$ cat src/rtl/jk_encoder.sv
// USB full-speed line transmitter: SYNC, NRZI payload, optional bit stuffing, EOP.
// Define JK_ENCODER_STUFF_EN to enable bit stuffing (required on a real bus).
module jk_encoder #(
  parameter int CLKS_PER_BIT = 4
) (
  input  logic clk48,
  input  logic reset,
  input  logic tx_start,
  input  logic bit_in,
  input  logic bit_valid,
  input  logic bit_last,
  output logic bit_ready,
  output logic dp,
  output logic dn,
  output logic oe,
  output logic tx_busy,
  output logic underrun
);
  localparam int PW = (CLKS_PER_BIT > 1) ? $clog2(CLKS_PER_BIT) : 1;

  typedef enum logic [1:0] {S_IDLE, S_SYNC, S_PAYLOAD, S_EOP} state_t;
  typedef enum logic [1:0] {N_DATA, N_STUFF, N_EOP} next_t;

  state_t        r_state;
  next_t         r_next;
  logic [PW-1:0] r_phase;
  logic [2:0]    r_bitcnt;
  logic          r_last;
  logic          r_dp, r_dn, r_oe, r_busy, r_ready;

  logic       w_wrap, w_pre_wrap, w_data_slot, w_stuff_due, w_sync_dp;
  logic [2:0] w_sync_idx;

  assign w_wrap      = (r_phase == PW'(CLKS_PER_BIT - 1));
  assign w_pre_wrap  = (r_phase == PW'(CLKS_PER_BIT - 2));
  // The 8th SYNC period and every payload data period end by consuming a bit.
  assign w_data_slot = ((r_state == S_SYNC) && (r_bitcnt == 3'd7)) ||
                       ((r_state == S_PAYLOAD) && (r_next == N_DATA));
  assign w_sync_idx  = r_bitcnt + 3'd1;
  assign w_sync_dp   = w_sync_idx[0] & (w_sync_idx != 3'd7);

`ifdef JK_ENCODER_STUFF_EN
  logic [2:0] r_ones;
  logic [2:0] w_ones_nxt;

  assign w_ones_nxt  = bit_in ? r_ones + 3'd1 : 3'd0;
  assign w_stuff_due = (w_ones_nxt == 3'd6);

  always_ff @(posedge clk48) begin
    if (!reset) begin
      r_ones <= 3'd0;
    end else if ((r_state == S_IDLE) && tx_start) begin
      r_ones <= 3'd0;
    end else if (w_wrap && w_data_slot && bit_valid) begin
      r_ones <= w_ones_nxt;
    end else if (w_wrap && (r_state == S_PAYLOAD) && (r_next == N_STUFF)) begin
      r_ones <= 3'd0;
    end
  end
`else
  assign w_stuff_due = 1'b0;
`endif

  always_ff @(posedge clk48) begin
    if (!reset) begin
      r_state  <= S_IDLE;
      r_next   <= N_DATA;
      r_phase  <= '0;
      r_bitcnt <= 3'd0;
      r_last   <= 1'b0;
      r_dp     <= 1'b1;
      r_dn     <= 1'b0;
      r_oe     <= 1'b0;
      r_busy   <= 1'b0;
      r_ready  <= 1'b0;
    end else begin
      r_ready <= 1'b0;
      if (r_state == S_IDLE) begin
        if (tx_start) begin
          r_state  <= S_SYNC;
          r_next   <= N_DATA;
          r_phase  <= '0;
          r_bitcnt <= 3'd0;
          r_last   <= 1'b0;
          r_dp     <= 1'b0;
          r_dn     <= 1'b1;
          r_oe     <= 1'b1;
          r_busy   <= 1'b1;
        end
      end else begin
        r_phase <= w_wrap ? '0 : r_phase + PW'(1);
        r_ready <= w_pre_wrap && w_data_slot;
        if (w_wrap) begin
          if (w_data_slot) begin
            if (bit_valid) begin
              // NRZI: a 0 toggles the line, a 1 holds it.
              r_state <= S_PAYLOAD;
              r_last  <= bit_last;
              if (!bit_in) begin
                r_dp <= ~r_dp;
                r_dn <= r_dp;
              end
              r_next <= w_stuff_due ? N_STUFF : (bit_last ? N_EOP : N_DATA);
            end else begin
              r_state  <= S_EOP;
              r_bitcnt <= 3'd0;
              r_dp     <= 1'b0;
              r_dn     <= 1'b0;
            end
          end else begin
            case (r_state)
              S_SYNC: begin
                r_bitcnt <= w_sync_idx;
                r_dp     <= w_sync_dp;
                r_dn     <= ~w_sync_dp;
              end
              S_PAYLOAD: begin
                if (r_next == N_STUFF) begin
                  r_dp   <= ~r_dp;
                  r_dn   <= r_dp;
                  r_next <= r_last ? N_EOP : N_DATA;
                end else begin
                  r_state  <= S_EOP;
                  r_bitcnt <= 3'd0;
                  r_dp     <= 1'b0;
                  r_dn     <= 1'b0;
                end
              end
              default: begin
                // EOP: SE0, SE0, J, then release the pads.
                if (r_bitcnt == 3'd2) begin
                  r_state <= S_IDLE;
                  r_dp    <= 1'b1;
                  r_dn    <= 1'b0;
                  r_oe    <= 1'b0;
                  r_busy  <= 1'b0;
                end else begin
                  r_bitcnt <= r_bitcnt + 3'd1;
                  if (r_bitcnt == 3'd1) begin
                    r_dp <= 1'b1;
                    r_dn <= 1'b0;
                  end
                end
              end
            endcase
          end
        end
      end
    end
  end

  assign bit_ready = r_ready;
  assign dp        = r_dp;
  assign dn        = r_dn;
  assign oe        = r_oe;
  assign tx_busy   = r_busy;
  // Flags the missing bit in the same clock as the strobe it failed to answer.
  assign underrun  = r_ready & ~bit_valid;

endmodule

$ cat config.mk
export PLATFORM = sky130hd
export DESIGN_NAME = jk_encoder
export DESIGN_NICKNAME = d
export VERILOG_FILES = /design/src/rtl/jk_encoder.sv
export SDC_FILE = /design/constraint.sdc
export NUM_CORES = 1
export LEC_CHECK = 0
export BUFFER_PORTS_ARGS = -buffer_cell sky130_fd_sc_hd__clkbuf_2
export CAP_MARGIN = 20
export CORE_MARGIN = 8
export CORE_UTILIZATION = 58
export DETAILED_ROUTE_END_ITERATION = 12
export PLACE_DENSITY = 0.79
export SYNTH_ARGS = -nofsm -noshare
export SYNTH_HDL_FRONTEND = slang
export SYNTH_SLANG_ARGS = --single-unit
$ cat constraint.sdc
create_clock -name clk48 -period 3.2 [get_ports clk48]
set_input_delay 0.48 -clock clk48 [delete_from_list [all_inputs] [get_ports clk48]]
set_output_delay 0.48 -clock clk48 [all_outputs]
set_load 0.1 [all_outputs]
==> results.tsv <==
metric	value	unit
Total Negative Setup Slacks	0	ns
Global Route Usage Sum	0.130	
worst-skew pair later-pin latency	0.27	ns
synth warn	0	
DRT Wirelength	1740	um
Crit Path Class	reg2reg	
Diodes inserted	0	
clock skew	0.00295	ns
post-route setup slack	0.944	ns
Post-CTS Hold Buffers	0	
Post-Synth Adder-Cell Area	0.167	
vias in the first global route	660	
CP Launch Type	flip-flop	
P_leak	0.000395	uW
Post-Synth XOR/XNOR Area	0	
total number of vias	731	
relative slew slack	0.347	
post-CTS sizing	0	
largest net degree at the start of global routing	12	
post-synthesis mux area share	0.0410	
Arr. time, crit path	2.46	ns
Antenna Nets Post-Route	0	
period utilisation layout	0.705	
outcome	completed	
DP Cell Count	118	
largest family of logic cells by synthesized area	compound AO/OA/AOI/OAI gates	
pre-CTS setup slack	0.979	ns
Power Dens Cells	460	nW/um^2
DRC viols	0	
die height	53.7	um
worst ir drop on vdd	0.289	mV
Synth Area in Compound Gates	0.234	
Gate Count Post-Synth	96	
clk sinks	12	
Die X-Extent	53.7	um
Final min period	2.26	ns
setup bufs post-CTS	0	
die area	2880	sq um
maximum clock frequency	0.443	GHz
Worst-Margin Slew	0.970	ns
I/O pin total	12	
number of buffers created by CTS	3	
Worst Path Max Fanout	11	
first-pass GRT wire length	2820	um
Max Root-Sink Buffers	2	
Vias per Instance	5.99	
Mapped Nets	113	
# rows	13	
register area share after synthesis	0.291	
nature of the critical path endpoint	flip-flop	
post-synthesis register bit count	12	
H-tree depth	1	
Area growth syn-to-layout	10.2	%
Post-Synth Simple-Gate Area	0.199	
Port Buffer Count	11	
setup violators final	0	
initial antenna violation count	0	
Yosys cell types	33	
Max-cap violations	0	
Root Driver	clkbuf_4	
fin nets	125	
Worst Hold Class	in2reg	
GPL Wtd Cong	0.782	
fin cells	122	
Hold Vio Cnt, Final	0	
Std-Cell Core Area	1320	sq um
RSZ-0062 raised after global routing	false	
Avg Inst Size Synth	8.59	sq um
Iter 0 DRT Violations	10	
Worst Path Required	3.41	ns
Remaining Overflow, GRT	0	
clk slew on worst S/H paths	0.08	ns
share of cells above drive strength 1	0.159	
CTS tree	done	
Final HPWL DP	1310	um
WL per Instance	14.2	um
drt pass-1 iters	4	
final slew viol count	0	
Initial Utilization	0.626	
Cell Area, Synth	825	sq um
worst max-delay path, stage by stage, from the launching register on:
cell and delay (ns):
dfxtp_1 0.39, inv_1 0.10, ha_1 0.34, nor2b_1 0.19, a21boi_0 0.79, o21ai_0 0.22
a21oi_1 0.16
cell usage in the layout (no fill, tap or decap), types with 2 or more instances in the layout:
master	Yosys	routed
dfxtp_1	12	12
ha_1	11	11
clkbuf_2	0	11
a21oi_1	9	9
inv_1	8	8
nand2_1	7	7
o21ai_0	5	5
nor2b_1	4	4
a21o_1	3	3
or3_1	3	3
a211oi_1	3	3
clkbuf_4	0	3
a21boi_0	2	2
or4_1	2	2
nand3_1	2	2
or4b_1	2	2
mux2i_1	2	2
nor2_1	2	2
o211ai_1	2	2
cell usage after synthesis:
library cell / n / area share
o211ai_1: 2 / 0.018
a211o_1: 1 / 0.011
nor3_1: 1 / 0.0061
or4b_1: 2 / 0.024
o21bai_1: 1 / 0.0091
inv_1: 8 / 0.036
o22a_1: 1 / 0.011
buf_4: 1 / 0.0091
clkbuf_1: 2 / 0.0091
o22ai_1: 1 / 0.0076
o31ai_1: 1 / 0.0091
buf_6: 1 / 0.014
a21oi_1: 9 / 0.055
nand2b_1: 1 / 0.0076
a21boi_0: 2 / 0.018
and4_1: 1 / 0.011
or3b_2: 1 / 0.011
a21o_1: 3 / 0.027
mux2i_1: 2 / 0.024
a2111oi_0: 1 / 0.011
and2_1: 1 / 0.0076
nand2_1: 7 / 0.032
o21ai_0: 5 / 0.030
mux2i_2: 1 / 0.017
dfxtp_1: 12 / 0.29
ha_1: 11 / 0.17
nand4_1: 1 / 0.0076
or3_1: 3 / 0.023
nand3_1: 2 / 0.012
nor2b_1: 4 / 0.030
nor2_1: 2 / 0.0091
a211oi_1: 3 / 0.027
or4_1: 2 / 0.018
cell families (layout without fill, tap and decap cells):
family                   count (synthesis)  in the layout
adder cells (fa/ha/maj)                 11             11
AND/OR/NAND/NOR                         28             28
AO/OA/AOI/OAI                           30             30
buffers and inverters                   12             23
multiplexers                             3              3
flip-flops                              12             12
layer usage:
layer	wire length, um	up-vias	GRT usage	share of wire
li1	-	366	-	-
met1	803	339	0.147	0.46
met2	792	20	0.212	0.46
met3	104	6	0.0386	0.060
met4	36	0	0.0714	0.021
met5	0	-	0	0
flip-flops by register name, indices dropped and copies added, names as in the netlist, named ones only:
signal     cells
bit_ready      1
r_phase        2
tx_busy        1
dn             1
r_bitcnt       3
r_next         1
r_state        1
dp             1
final cells by class:
cell class	instances	area (sq um)
flip-flops and latches	12	240
clock buffers	4	36.3
inverters	8	30.0
multi-input cells	72	528
well taps	15	18.8
repair buffers	11	55.1
fillers	118	409
report_power, final:
group | internal, uW | total, uW | switching (uW)
clock network | 69.2 | 124 | 54.4
registers | 159 | 167 | 7.95
logic | 33.1 | 127 | 94.3
worst paths after layout:
path	from	end	slack [ns]	depth (start not counted)
max	r_state[0]$_SDFFE_PN0P_	r_bitcnt[2]$_SDFFE_PN0P_	0.94	6
min	bit_last	r_next[1]$_SDFFE_PN0P_	0.45	3
max reg2reg	r_state[0]$_SDFFE_PN0P_	r_bitcnt[2]$_SDFFE_PN0P_	0.94	6
min reg2reg	tx_busy$_SDFFE_PN0P_	tx_busy$_SDFFE_PN0P_	0.48	2
per-stage QoR:
step                power (uW)   util  hold slack, ns  cell area (sq um)
floorplan                  280      -           0.468                825
global placement           296  0.662           0.466                872
detailed placement         298  0.662           0.473                872
CTS                        422  0.689           0.453                908
global route               439  0.689           0.441                908
finish                     418  0.689           0.455                908
(Power assumes the default switching activity.)
